`config.mk`:
```
export PLATFORM = sky130hd
export DESIGN_NAME = i2s_tx
export DESIGN_NICKNAME = d
export VERILOG_FILES = /design/src/rtl/i2s_tx.sv
export SDC_FILE = /design/constraint.sdc
export NUM_CORES = 1
export LEC_CHECK = 0
export CAP_MARGIN = 40
export CELL_PAD_IN_SITES_DETAIL_PLACEMENT = 1
export CELL_PAD_IN_SITES_GLOBAL_PLACEMENT = 2
export CORE_UTILIZATION = 41
export CTS_BUF_LIST = sky130_fd_sc_hd__clkbuf_4
export DETAILED_ROUTE_END_ITERATION = 10
export GPL_TIMING_DRIVEN = 0
export HOLD_SLACK_MARGIN = 0.12
export PLACE_DENSITY = 0.95
export SLEW_MARGIN = 20
export SYNTH_ARGS = -nofsm -noshare
export SYNTH_HDL_FRONTEND = slang
export SYNTH_SLANG_ARGS = --single-unit
export TNS_END_PERCENT = 1
```
`constraint.sdc`:
```
create_clock -name clk -period 3.3 [get_ports clk]
set_input_delay 0.66 -clock clk [delete_from_list [all_inputs] [get_ports clk]]
set_output_delay 0.66 -clock clk [all_outputs]
set_load 0.03 [all_outputs]
```
`src/rtl/i2s_tx.sv`:
```
// i2s_tx: stereo 16-bit PCM to I2S serialiser. Everything runs on clk; the
// bit clock, word select and data pins are register outputs.
// Optional build macro I2S_TX_PHILIPS_DELAY_EN: data lags word select by one
// bclk (Philips I2S). Left undefined, the stream is left-justified.
// SLOT_WIDTH must be >= 16 (samples are MSB-aligned, zero-padded below).
module i2s_tx #(
  parameter int unsigned BCLK_HALF  = 12,
  parameter int unsigned SLOT_WIDTH = 16
) (
  input  logic        clk,
  input  logic        rst,
  input  logic        i_enable,
  input  logic [15:0] i_sampleLeft,
  input  logic [15:0] i_sampleRight,
  input  logic        i_valid,
  output logic        o_ready,
  output logic        o_frameStart,
  output logic [15:0] o_underrunCount,
  output logic        audio_bclk,
  output logic        audio_lrclk,
  output logic        audio_din
);

  localparam int unsigned FRAME_W = 2 * SLOT_WIDTH;
  localparam int unsigned DIV_W   = (BCLK_HALF > 1) ? $clog2(BCLK_HALF) : 1;
  localparam int unsigned BIT_W   = $clog2(FRAME_W);

  typedef enum logic [1:0] {
    ST_IDLE,
    ST_LOAD,
    ST_RUN
  } state_t;

  state_t                r_state;
  logic [DIV_W-1:0]      r_div;
  logic [BIT_W-1:0]      r_bitcnt;
  logic                  r_bclk;
  logic                  r_lrclk;
  logic                  r_din;
  logic                  r_ready;
  logic                  r_full;
  logic                  r_frameStart;
  logic [15:0]           r_holdL;
  logic [15:0]           r_holdR;
  logic [15:0]           r_underrun;
  logic [FRAME_W-1:0]    r_shift;

  logic                  w_tc;
  logic                  w_fall;
  logic                  w_wrap;
  logic                  w_load;
  logic                  w_accept;
  logic                  w_newBit;
  logic                  w_dinNext;
  logic                  w_lrNext;
  logic [BIT_W-1:0]      w_bitNext;
  logic [SLOT_WIDTH-1:0] w_slotL;
  logic [SLOT_WIDTH-1:0] w_slotR;
  logic [FRAME_W-1:0]    w_frame;

`ifdef I2S_TX_PHILIPS_DELAY_EN
  logic                  r_dly;
`endif

  // Divider / bit-boundary decode and assembly of the next frame word
  always_comb begin
    w_tc      = (r_div == DIV_W'(BCLK_HALF - 1));
    w_fall    = (r_state == ST_RUN) && i_enable && w_tc && r_bclk;
    w_wrap    = w_fall && (r_bitcnt == BIT_W'(FRAME_W - 1));
    w_load    = (r_state == ST_LOAD) || w_wrap;
    w_accept  = i_valid && r_ready;
    w_bitNext = w_wrap ? '0 : r_bitcnt + BIT_W'(1);
    w_lrNext  = (w_bitNext >= BIT_W'(SLOT_WIDTH));
    w_slotL   = SLOT_WIDTH'(r_holdL) << (SLOT_WIDTH - 16);
    w_slotR   = SLOT_WIDTH'(r_holdR) << (SLOT_WIDTH - 16);
    // Holding is never cleared on load, so once drained it still holds the
    // last frame sent: an underrun reload and a normal load share this path.
    w_frame   = {w_slotL, w_slotR};
    w_newBit  = w_load ? w_frame[FRAME_W-1] : r_shift[FRAME_W-1];
`ifdef I2S_TX_PHILIPS_DELAY_EN
    w_dinNext = r_dly;
`else
    w_dinNext = w_newBit;
`endif
  end

`ifdef I2S_TX_PHILIPS_DELAY_EN
  // One-bit data delay, advanced on every bclk fall and on frame load
  always_ff @(posedge clk or negedge rst) begin
    if (!rst) begin
      r_dly <= 1'b0;
    end else if (r_state == ST_IDLE || (r_state == ST_RUN && !i_enable)) begin
      r_dly <= 1'b0;
    end else if (r_state == ST_LOAD || w_fall) begin
      r_dly <= w_newBit;
    end
  end
`endif

  // Handshake, holding register, shifter, underrun counter and serial FSM
  always_ff @(posedge clk or negedge rst) begin
    if (!rst) begin
      r_state      <= ST_IDLE;
      r_div        <= '0;
      r_bitcnt     <= '0;
      r_bclk       <= 1'b0;
      r_lrclk      <= 1'b0;
      r_din        <= 1'b0;
      r_ready      <= 1'b1;
      r_full       <= 1'b0;
      r_frameStart <= 1'b0;
      r_holdL      <= '0;
      r_holdR      <= '0;
      r_underrun   <= '0;
      r_shift      <= '0;
    end else begin
      r_frameStart <= w_load;

      if (w_accept) begin
        r_holdL <= i_sampleLeft;
        r_holdR <= i_sampleRight;
        r_full  <= 1'b1;
        r_ready <= 1'b0;
      end else if (w_load && r_full) begin
        r_full  <= 1'b0;
        r_ready <= 1'b1;
      end

      if (w_load) begin
        r_shift <= w_frame << 1;
        if (!r_full && r_underrun != '1) begin
          r_underrun <= r_underrun + 16'd1;
        end
      end else if (w_fall) begin
        r_shift <= r_shift << 1;
      end

      case (r_state)
        ST_IDLE: begin
          r_div    <= '0;
          r_bitcnt <= '0;
          r_bclk   <= 1'b0;
          r_lrclk  <= 1'b0;
          r_din    <= 1'b0;
          if (i_enable) begin
            r_state <= ST_LOAD;
          end
        end
        ST_LOAD: begin
          r_div    <= '0;
          r_bitcnt <= '0;
          r_bclk   <= 1'b0;
          r_lrclk  <= 1'b0;
          r_din    <= w_dinNext;
          r_state  <= ST_RUN;
        end
        ST_RUN: begin
          if (!i_enable) begin
            r_state  <= ST_IDLE;
            r_div    <= '0;
            r_bitcnt <= '0;
            r_bclk   <= 1'b0;
            r_lrclk  <= 1'b0;
            r_din    <= 1'b0;
          end else begin
            if (w_tc) begin
              r_div  <= '0;
              r_bclk <= ~r_bclk;
            end else begin
              r_div  <= r_div + DIV_W'(1);
            end
            if (w_fall) begin
              r_bitcnt <= w_bitNext;
              r_lrclk  <= w_lrNext;
              r_din    <= w_dinNext;
            end
          end
        end
        default: r_state <= ST_IDLE;
      endcase
    end
  end

  assign o_ready         = r_ready;
  assign o_frameStart    = r_frameStart;
  assign o_underrunCount = r_underrun;
  assign audio_bclk      = r_bclk;
  assign audio_lrclk     = r_lrclk;
  assign audio_din       = r_din;

endmodule

```
==> flow_metrics.py, run 1 <==
metrics = {
    "setup_path": {
        "worstSetupEndpointType": "register",
        "cp_max_fo": 10,
        "crit_type": "register to register",
        "r2r-start": "r_state[0]$_DFFE_PN0P_",
        "crit_path_start_kind": "register",
        "cp-startpoint": "r_state[0]$_DFFE_PN0P_",
        "arrival_ps": 2820,
        "required_ps": 3660,
    },
    "pwr": {
        "ir_drop_uv": 296,
        "power_leakage_nw": 2.37,
        "powerDensity_nw_per_um2": 744,
        "totalPowerFinal_w": 0.00379,
    },
    "sta": {
        "rsz0062_at_grt": "no",
        "finalClockSkew_ps": 15.2,
        "relSlewSlack_pct": 51.5,
        "finalHoldViolations": 0,
        "min_period_ps": 2460,
        "holdWs_ps": 499,
        "tightest_slew_ps": 721,
        "fmax_mhz": 407,
        "setup_viol": 0,
        "final_max_slew_viol_count": 0,
        "finalCritPeriodShare_pct": 74.5,
        "timing.setup.tns_ps": 0,
    },
    "global_route": {
        "grt_pass1_wl_um": 15200,
        "antenna_found_initial": 0,
        "grt.busiest_layer": "met2",
        "grt_max_degree": 56,
        "grt.overflow.total": 0,
        "met3_usage_pct": 2.39,
        "use_met1_pct": 22.4,
        "use_met2_pct": 30.8,
        "grt_pass1_vias": 3154,
        "grt.total_usage_pct": 17.7,
    },
    "clocking": {
        "cts_made_buffers": 9,
        "h-tree-depth": 3,
        "root_buffer": "clkbuf_4",
        "tritoncts": "built",
        "cts-resized-gates": 0,
        "clock_latency_ps": 440,
        "clock-sinks": 95,
        "clk_pin_slew_worst_paths_ps": 130,
        "clk_path_buf_depth": 2,
    },
    "logic_synthesis": {
        "synth_edf_count": 0,
        "synthArstFlopShare_pct": 100,
        "synth_area_um2": 4230,
        "yosys_warnings": 0,
        "synth.avg_cell_area_um2": 11.7,
        "synth_top_area_share_pct": 55.6,
        "synthCells": 363,
        "yosys-top-cells-area": "dfrtp_1 56%, mux2_2 9.0%, mux2i_1 7.1%, o21ai_0 5.2%, nand2_1 4.5%",
        "ys.flop_type": "dfrtp_1",
        "synth_top_area_cell": "dfrtp_1",
        "synth_cell_types": 41,
        "ys_seq_elements": 95,
        "syn-num-nets": 408,
        "ys_seq_area_share_pct": 56.2,
    },
    "detailed_routing": {
        "drt-wirelength-per-cell_um": 15.5,
        "drtPass1Iterations": 4,
        "routed_via_density": 5.19,
        "drt_wl_total_um": 8820,
        "ant_nets": 0,
        "vias": 2947,
        "drt_iter0_drc": 91,
        "drc": 0,
    },
    "die": {
        "initial_core_util_pct": 42.7,
        "core_area_um2": 9910,
        "die_w_um": 104,
        "die_area_um2": 10700,
        "num_io_pins": 57,
        "die_h_um": 104,
        "num_rows": 36,
    },
    "cells_and_area": {
        "fin_area_um2": 5100,
        "fill_cells": 1096,
        "syn2layout_area_growth_pct": 20.5,
        "fin_util_pct": 51.4,
        "final_net_count": 477,
        "n_antenna_cell": 0,
        "drive_above_1_share_pct": 14.3,
    },
    "place": {
        "numPortBuffers": 56,
        "dp_hpwl_um": 6490,
        "place_congestion": 0.739,
        "place_area_um2": 4990,
    },
    "job": {
        "maxCapViolations": 0,
    },
    "worst_hold_path": {
        "hold_path.class": "register to register",
        "hp-start": "r_shift[10]$_DFFE_PN0P_",
    },
    "run_status": {
        "run_status": "finished, final reports clean",
    },
}
[metal layers]
layer,vias to the layer above,wire length [um]
li1,1405,-
met2,44,4460
met4,0,126
met5,-,0
met1,1487,4030
met3,11,199
[cells in the final DEF, fill, tap and decap left out, types with 7 or more instances in the layout]
cell type        instances
dfrtp_1                 94
clkdlybuf4s50_1         55
nand2_1                 51
o21ai_0                 44
mux2_2                  34
mux2i_1                 30
xnor2_1                 12
clkbuf_4                12
nand4_1                  9
ha_1                     9
nor2_1                   8
inv_1                    7
clkbuf_1                 7
nand3_1                  7
[where the power goes]
part,internal [W],switching [W],total [W]
combinational,0.000664,0.000752,0.00142
sequential,0.00156,0.000275,0.00184
clock,0.000171,0.000368,0.000539
total,0.00240,0.00140,0.00379
[state kept, by name, summed over array words and instances, names as in the netlist, 2 cells and up]
register,count
r_shift,31
o_underrunCount,16
r_holdL,16
r_holdR,16
r_bitcnt,5
r_div,4
r_state,2
[synthesized netlist by cell type (3+ instances only)]
master     n
mux2_2    34
buf_1      3
ha_1       9
o21ai_0   44
nand2_1   51
inv_1      7
a21oi_1    6
mux2i_1   30
clkbuf_1   7
xor2_1     3
buf_4      3
xnor2_1   12
dfrtp_1   94
and3_1     5
nand4_1    9
nor2_1     8
nand3_1    7
[final timing paths]
| check | to | slack (ps) | cells past startpoint |
|---|---|---|---|
| worst max-delay path | r_shift[31]$_DFFE_PN0P_ | 840 | 8 |
| worst min-delay path | r_shift[10]$_DFFE_PN0P_ | 500 | 2 |
| worst max register to register | r_shift[31]$_DFFE_PN0P_ | 840 | 8 |
| worst min register to register | r_shift[10]$_DFFE_PN0P_ | 500 | 2 |
| max in group asynchronous | o_ready$_DFFE_PN1P_ | 1970 | 3 |
| min in group asynchronous | r_shift[20]$_DFFE_PN0P_ | 680 | 2 |
[critical path, cell delays in order, from the launching register on]
cell and delay [ps]:
dfrtp_1 470, inv_1 110, ha_1 260, nand2_1 250
nor2_1 110, a21oi_1 540, clkbuf_1 430, nand2_1 110
o21ai_0 90
[per-stage QoR]
stage	std cells	setup slack (ps)
after CTS	568	830
after detailed placement	553	508
after global placement	552	-1900
final	568	841
after global routing	568	566
after floorplan	363	1310
[what timing repair did]
item,4_1_cts,5_1_grt
hold buffers,1,0
endpoints found under the hold margin,30,0
setup buffers,0,0
[logic make-up (layout without fill, tap and decap cells)]
logic type | count (synthesis) | count (layout) | share of synthesized area [%]
AOI/OAI and AO/OA | 60 | 60 | 8.19
xor gates and xnor gates | 15 | 15 | 3.10
adders and majority gates | 9 | 9 | 2.66
buffers and inverters | 23 | 95 | 2.54
DFF | 95 | 95 | 56.2
muxes | 64 | 64 | 16.1
and+or+nand+nor | 97 | 97 | 11.1
[cell type report]
cell class / count / area, um^2 / share of cell area, %
Timing Repair Buffer: 58 / 599 / 11.8
Sequential cell: 95 / 2380 / 46.7
Tap cell: 133 / 166 / 3.26
Multi-Input combinational cell: 245 / 1750 / 34.2
Inverter: 7 / 26.3 / 0.515
Buffer: 16 / 81.3 / 1.60
Clock inverter: 2 / 10.0 / 0.196
Clock buffer: 12 / 90.1 / 1.77
Power figures use the tool's default switching activity.
==> inputs of run 2 (changes only) <==
- CORE_UTILIZATION: 41 -> 34
- PLACE_DENSITY: 0.95 -> 0.85
- clock period: 3.3 -> 2.1 ns (I/O delays scaled with it)
==> flow_metrics.py, run 2 (synthesis results as in run 1) <==
metrics = {
    "setup_path": {
        "crit_path_start_kind": "register",
        "cpPeakStageDelay_ps": 700,
        "cp_num_cells": 1,
        "crit_path_end": "o_underrunCount[5]",
        "reg2regPathDepth": 8,
        "crit_buf_inv": 1,
        "path_cells": "clkdlybuf4s50_1",
        "regToRegSetupSlack_ps": 90,
        "crit_type": "register to output pin",
        "crit_path_top_delay_cell": "clkdlybuf4s50_1",
        "cp-startpoint": "o_underrunCount[5]$_DFFE_PN0P_",
        "rr_endpoint": "o_underrunCount[6]$_DFFE_PN0P_",
        "crit_family": "buffers and inverters",
        "worstSetupEndpointType": "output pin",
        "r2r-start": "r_bitcnt[1]$_DFFE_PN0P_",
        "cp_max_fo": 5,
        "required_ps": 1680,
        "arrival_ps": 1600,
    },
    "place": {
        "numPortBuffers": 56,
        "dp.cells": 588,
        "place_congestion": 0.753,
        "dp_hpwl_um": 6510,
    },
    "global_route": {
        "grt_max_degree": 58,
        "grt.total_usage_pct": 15.2,
        "met3_usage_pct": 3.08,
        "antenna_found_initial": 0,
        "grt.busiest_layer": "met2",
        "use_met2_pct": 25.6,
        "grt.overflow.total": 0,
        "grt_pass1_wl_um": 15400,
        "grt_pass1_vias": 3128,
        "use_met1_pct": 19.9,
    },
    "die": {
        "initial_core_util_pct": 35.1,
        "num_io_pins": 57,
        "die_area_um2": 12900,
        "die_h_um": 114,
        "num_rows": 40,
        "die_w_um": 114,
        "core_area_um2": 12100,
    },
    "cells_and_area": {
        "largest_reg_flops": 31,
        "syn2layout_area_growth_pct": 26.6,
        "final_cells": 614,
        "final_net_count": 486,
        "top_register": "r_shift",
        "n_antenna_cell": 0,
        "drive_above_1_share_pct": 20.0,
        "fill_cells": 1301,
        "mostFrequentLayoutCells": "94 x dfrtp_1, 51 x nand2_1, 50 x clkdlybuf4s50_1",
        "layout_commonest_cell": "dfrtp_1",
    },
    "clocking": {
        "clk_pin_slew_worst_paths_ps": 140,
        "clk_path_buf_depth": 2,
        "clock_latency_ps": 440,
        "tritoncts": "built",
        "clock-sinks": 95,
        "root_buffer": "clkbuf_4",
        "cts_made_buffers": 9,
        "h-tree-depth": 3,
    },
    "sta": {
        "min_period_ps": 2020,
        "setup_viol": 0,
        "finalHoldViolations": 0,
        "final_max_slew_viol_count": 0,
        "tightest_slew_ps": 656,
        "holdWs_ps": 429,
        "relSlewSlack_pct": 56.2,
        "finalClockSkew_ps": 10.5,
        "fmax_mhz": 495,
        "rsz0062_at_grt": "yes",
        "finalCritPeriodShare_pct": 96.2,
    },
    "pwr": {
        "power_leakage_nw": 2.50,
        "ir_drop_uv": 422,
        "powerDensity_nw_per_um2": 1160,
    },
    "detailed_routing": {
        "vias": 2936,
        "drt_wl_total_um": 8990,
        "drc": 0,
        "drtPass1Iterations": 4,
        "drt-wirelength-per-cell_um": 14.6,
        "drt_iter0_drc": 70,
        "ant_nets": 0,
        "routed_via_density": 4.78,
    },
    "worst_hold_path": {
        "hold_path.class": "primary input to async pin",
    },
    "run_status": {
        "run_status": "finished, final reports clean",
    },
    "job": {
        "maxCapViolations": 0,
    },
}
run 2: cell count changes in the layout (fill, tap and decap cells not counted), sizes merged, moves of 2 or more:
cell	before	now
buf	11	20
clkbuf	19	16
clkdlybuf4s50	55	50
clkinvlp	0	2
dlymetal6s2s	0	4
inv	7	9
run 2: worst min path at each step:
stage,start,endpoint,slack (ps),cells past startpoint
detailed placement,rst,r_holdL[3]$_DFFE_PN0P_,360,1
floorplan,rst,audio_bclk$_DFFE_PN0P_,120,0
global route,rst,r_holdL[3]$_DFFE_PN0P_,430,2
global placement,r_shift[21]$_DFFE_PN0P_,r_shift[21]$_DFFE_PN0P_,460,2
CTS,rst,r_holdL[3]$_DFFE_PN0P_,410,2
finish,rst,r_holdL[3]$_DFFE_PN0P_,430,2
run 2: final cells by class:
cell class	count	area, um^2	area share [%]
clock buffer	9	67.6	1.26
timing repair buffer	67	683	12.8
tap	168	210	3.92
clock inverter	7	46.3	0.864
inverter	7	26.3	0.491
sequential	95	2380	44.4
multi-input combinational	245	1830	34.1
buffer	16	116	2.17
run 2: report_power, final:
group / switching, W / leakage [nW] / internal (W)
clock: 0.000626 / 0.0602 / 0.000244
sequential: 0.000420 / 1.23 / 0.00245
combinational: 0.00126 / 1.21 / 0.00124
total: 0.00230 / 2.50 / 0.00394
run 2: what timing repair did:
action | in CTS | in global routing
resized for setup | 17 | 20
pin swaps | 1 | 4
hold buffers | 1 | 0
setup buffers | 3 | 5
endpoints found under the hold margin | 38 | 0
setup endpoints to repair | 42 | 52
gates cloned | 0 | 1
run 2: metal layers:
metal / share of wire, % / vias to the layer above
li1: - / 1440
met1: 47 / 1442
met2: 49 / 46
met3: 3.0 / 8
met4: 1.0 / 0
met5: 0 / -
run 2: per-stage QoR:
| step | setup WS, ps | utilization [%] | setup TNS [ps] | power (W) | cell area (um^2) |
|---|---|---|---|---|---|
| floorplan | 113 | - | 0 | 0.00442 | 4230 |
| global placement | -2930 | 41.5 | -290490 | 0.00505 | 5000 |
| detailed placement | -535 | 41.7 | -18370 | 0.00520 | 5030 |
| CTS | 1.95 | 43.3 | 0 | 0.00622 | 5230 |
| global route | -28.6 | 44.4 | -87.2 | 0.00676 | 5360 |
| finish | 80.3 | 44.4 | 0 | 0.00624 | 5360 |
==> inputs of run 3 (changes only) <==
- CELL_PAD_IN_SITES_DETAIL_PLACEMENT: 1 -> default
- CELL_PAD_IN_SITES_GLOBAL_PLACEMENT: 2 -> default
- CORE_UTILIZATION: 34 -> 45
- PLACE_DENSITY: 0.85 -> 0.77
==> flow_metrics.py, run 3 (synthesis results as in run 1) <==
metrics = {
    "die": {
        "initial_core_util_pct": 46.2,
        "num_rows": 35,
        "die_w_um": 99.0,
        "die_area_um2": 9800,
        "die_h_um": 99.0,
        "num_io_pins": 57,
        "core_area_um2": 9150,
    },
    "setup_path": {
        "regToRegSetupSlack_ps": 110,
        "required_ps": 1680,
        "reg2regPathDepth": 8,
        "cpPeakStageDelay_ps": 700,
        "r2r-start": "r_bitcnt[0]$_DFFE_PN0P_",
        "path_cells": "clkdlybuf4s50_1",
        "cp_max_fo": 5,
        "arrival_ps": 1590,
        "worstSetupEndpointType": "output pin",
        "crit_family": "buffers and inverters",
        "rr_endpoint": "r_shift[31]$_DFFE_PN0P_",
        "crit_path_start_kind": "register",
        "crit_path_top_delay_cell": "clkdlybuf4s50_1",
        "crit_buf_inv": 1,
        "crit_type": "register to output pin",
    },
    "clocking": {
        "clock_latency_ps": 430,
        "tritoncts": "built",
        "clock-sinks": 95,
        "clk_path_buf_depth": 2,
        "clk_pin_slew_worst_paths_ps": 150,
        "h-tree-depth": 3,
        "cts_made_buffers": 9,
        "root_buffer": "clkbuf_4",
    },
    "pwr": {
        "ir_drop_uv": 659,
        "power_leakage_nw": 2.46,
        "powerDensity_nw_per_um2": 1190,
    },
    "sta": {
        "min_period_ps": 2010,
        "finalClockSkew_ps": 17.5,
        "setup_viol": 0,
        "holdWs_ps": 401,
        "rsz0062_at_grt": "no",
        "fmax_mhz": 498,
        "final_max_slew_viol_count": 0,
        "tightest_slew_ps": 664,
        "relSlewSlack_pct": 55.4,
        "finalCritPeriodShare_pct": 95.5,
        "finalHoldViolations": 0,
    },
    "run_status": {
        "run_status": "finished, final reports clean",
    },
    "global_route": {
        "grt_pass1_wl_um": 13700,
        "grt.overflow.total": 0,
        "grt_max_degree": 68,
        "grt.total_usage_pct": 18.0,
        "antenna_found_initial": 0,
        "grt_pass1_vias": 2907,
    },
    "place": {
        "place_congestion": 0.770,
        "numPortBuffers": 56,
        "dp_hpwl_um": 5670,
    },
    "detailed_routing": {
        "ant_nets": 0,
        "routed_via_density": 5.30,
        "drt_iter0_drc": 161,
        "drc": 0,
        "drt-wirelength-per-cell_um": 14.6,
        "drtPass1Iterations": 4,
        "vias": 2943,
        "drt_wl_total_um": 8090,
    },
    "cells_and_area": {
        "final_net_count": 484,
        "mostFrequentLayoutCells": "93 x dfrtp_1, 52 x clkdlybuf4s50_1, 51 x nand2_1",
        "layout_commonest_cell": "dfrtp_1",
        "n_antenna_cell": 0,
        "drive_above_1_share_pct": 18.9,
        "fin_util_pct": 57.3,
        "top_register": "r_shift",
        "largest_reg_flops": 31,
        "syn2layout_area_growth_pct": 24.0,
    },
    "job": {
        "maxCapViolations": 0,
    },
    "worst_hold_path": {
        "hold_path.class": "primary input to async pin",
    },
}
[run 3: cell types whose count changed in the layout (fill, tap and decap cells not counted), sizes merged]
| cell | before | now |
|---|---|---|
| buf | 20 | 18 |
| clkbuf | 16 | 17 |
| inv | 9 | 7 |
| dlymetal6s2s | 4 | 2 |
| bufinv | 0 | 1 |
| clkdlybuf4s50 | 50 | 52 |
[run 3: how the worst max path moves through the flow]
stage	from	slack [ps]	to	cells past startpoint
floorplan	o_underrunCount[0]$_DFFE_PN0P_	110	o_underrunCount[12]$_DFFE_PN0P_	6
CTS	r_bitcnt[0]$_DFFE_PN0P_	5	r_shift[11]$_DFFE_PN0P_	8
global route	r_bitcnt[1]$_DFFE_PN0P_	3	o_underrunCount[6]$_DFFE_PN0P_	8
global placement	rst	-2790	o_underrunCount[15]$_DFFE_PN0P_	1
finish	o_underrunCount[8]$_DFFE_PN0P_	90	o_underrunCount[8]	1
detailed placement	i_enable	-360	r_shift[11]$_DFFE_PN0P_	6
[run 3: power breakdown]
part / internal, W / total (W) / switching, W / leakage (nW)
combinational: 0.00117 / 0.00239 / 0.00122 / 1.16
clock: 0.000371 / 0.000970 / 0.000598 / 0.0677
sequential: 0.00246 / 0.00286 / 0.000404 / 1.23
[run 3: area by class of cell]
type                       instances  area [um^2]
clock inverter                     6         61.3
inverter                           7         26.3
sequential                        95         2380
tap                              111          139
multi-input combinational        245         1800
fill                             770         3910
buffer                            16          104
timing repair buffer              65          659
clock buffer                      10         75.1
[run 3: per-stage QoR]
step	TNS (ps)	setup WS, ps	power [W]	area, um^2	std cells
4_1_cts	0	5.24	0.00624	5180	553
3_5_place_dp	-12480	-361	0.00513	4960	531
5_1_grt	0	3.27	0.00665	5250	555
2_1_floorplan	0	113	0.00442	4230	363
3_3_place_gp	-273930	-2790	0.00499	4930	530
6_report	0	93.6	0.00622	5250	555
[run 3: layer usage]
layer / track usage [%] / vias to the layer above / part of all wire (%)
met5: 0 / - / 0
met4: 6.54 / 0 / 1.1
met1: 23.4 / 1458 / 45
li1: - / 1423 / -
met2: 30.6 / 52 / 51
met3: 2.98 / 10 / 2.8
[run 3: repair_timing]
item	in CTS	in global routing
pin swaps	1	2
gates resized for setup	14	12
hold buffers	1	0
endpoints found under the hold margin	28	0
buffers inserted	5	2
endpoints found under the setup margin	43	49
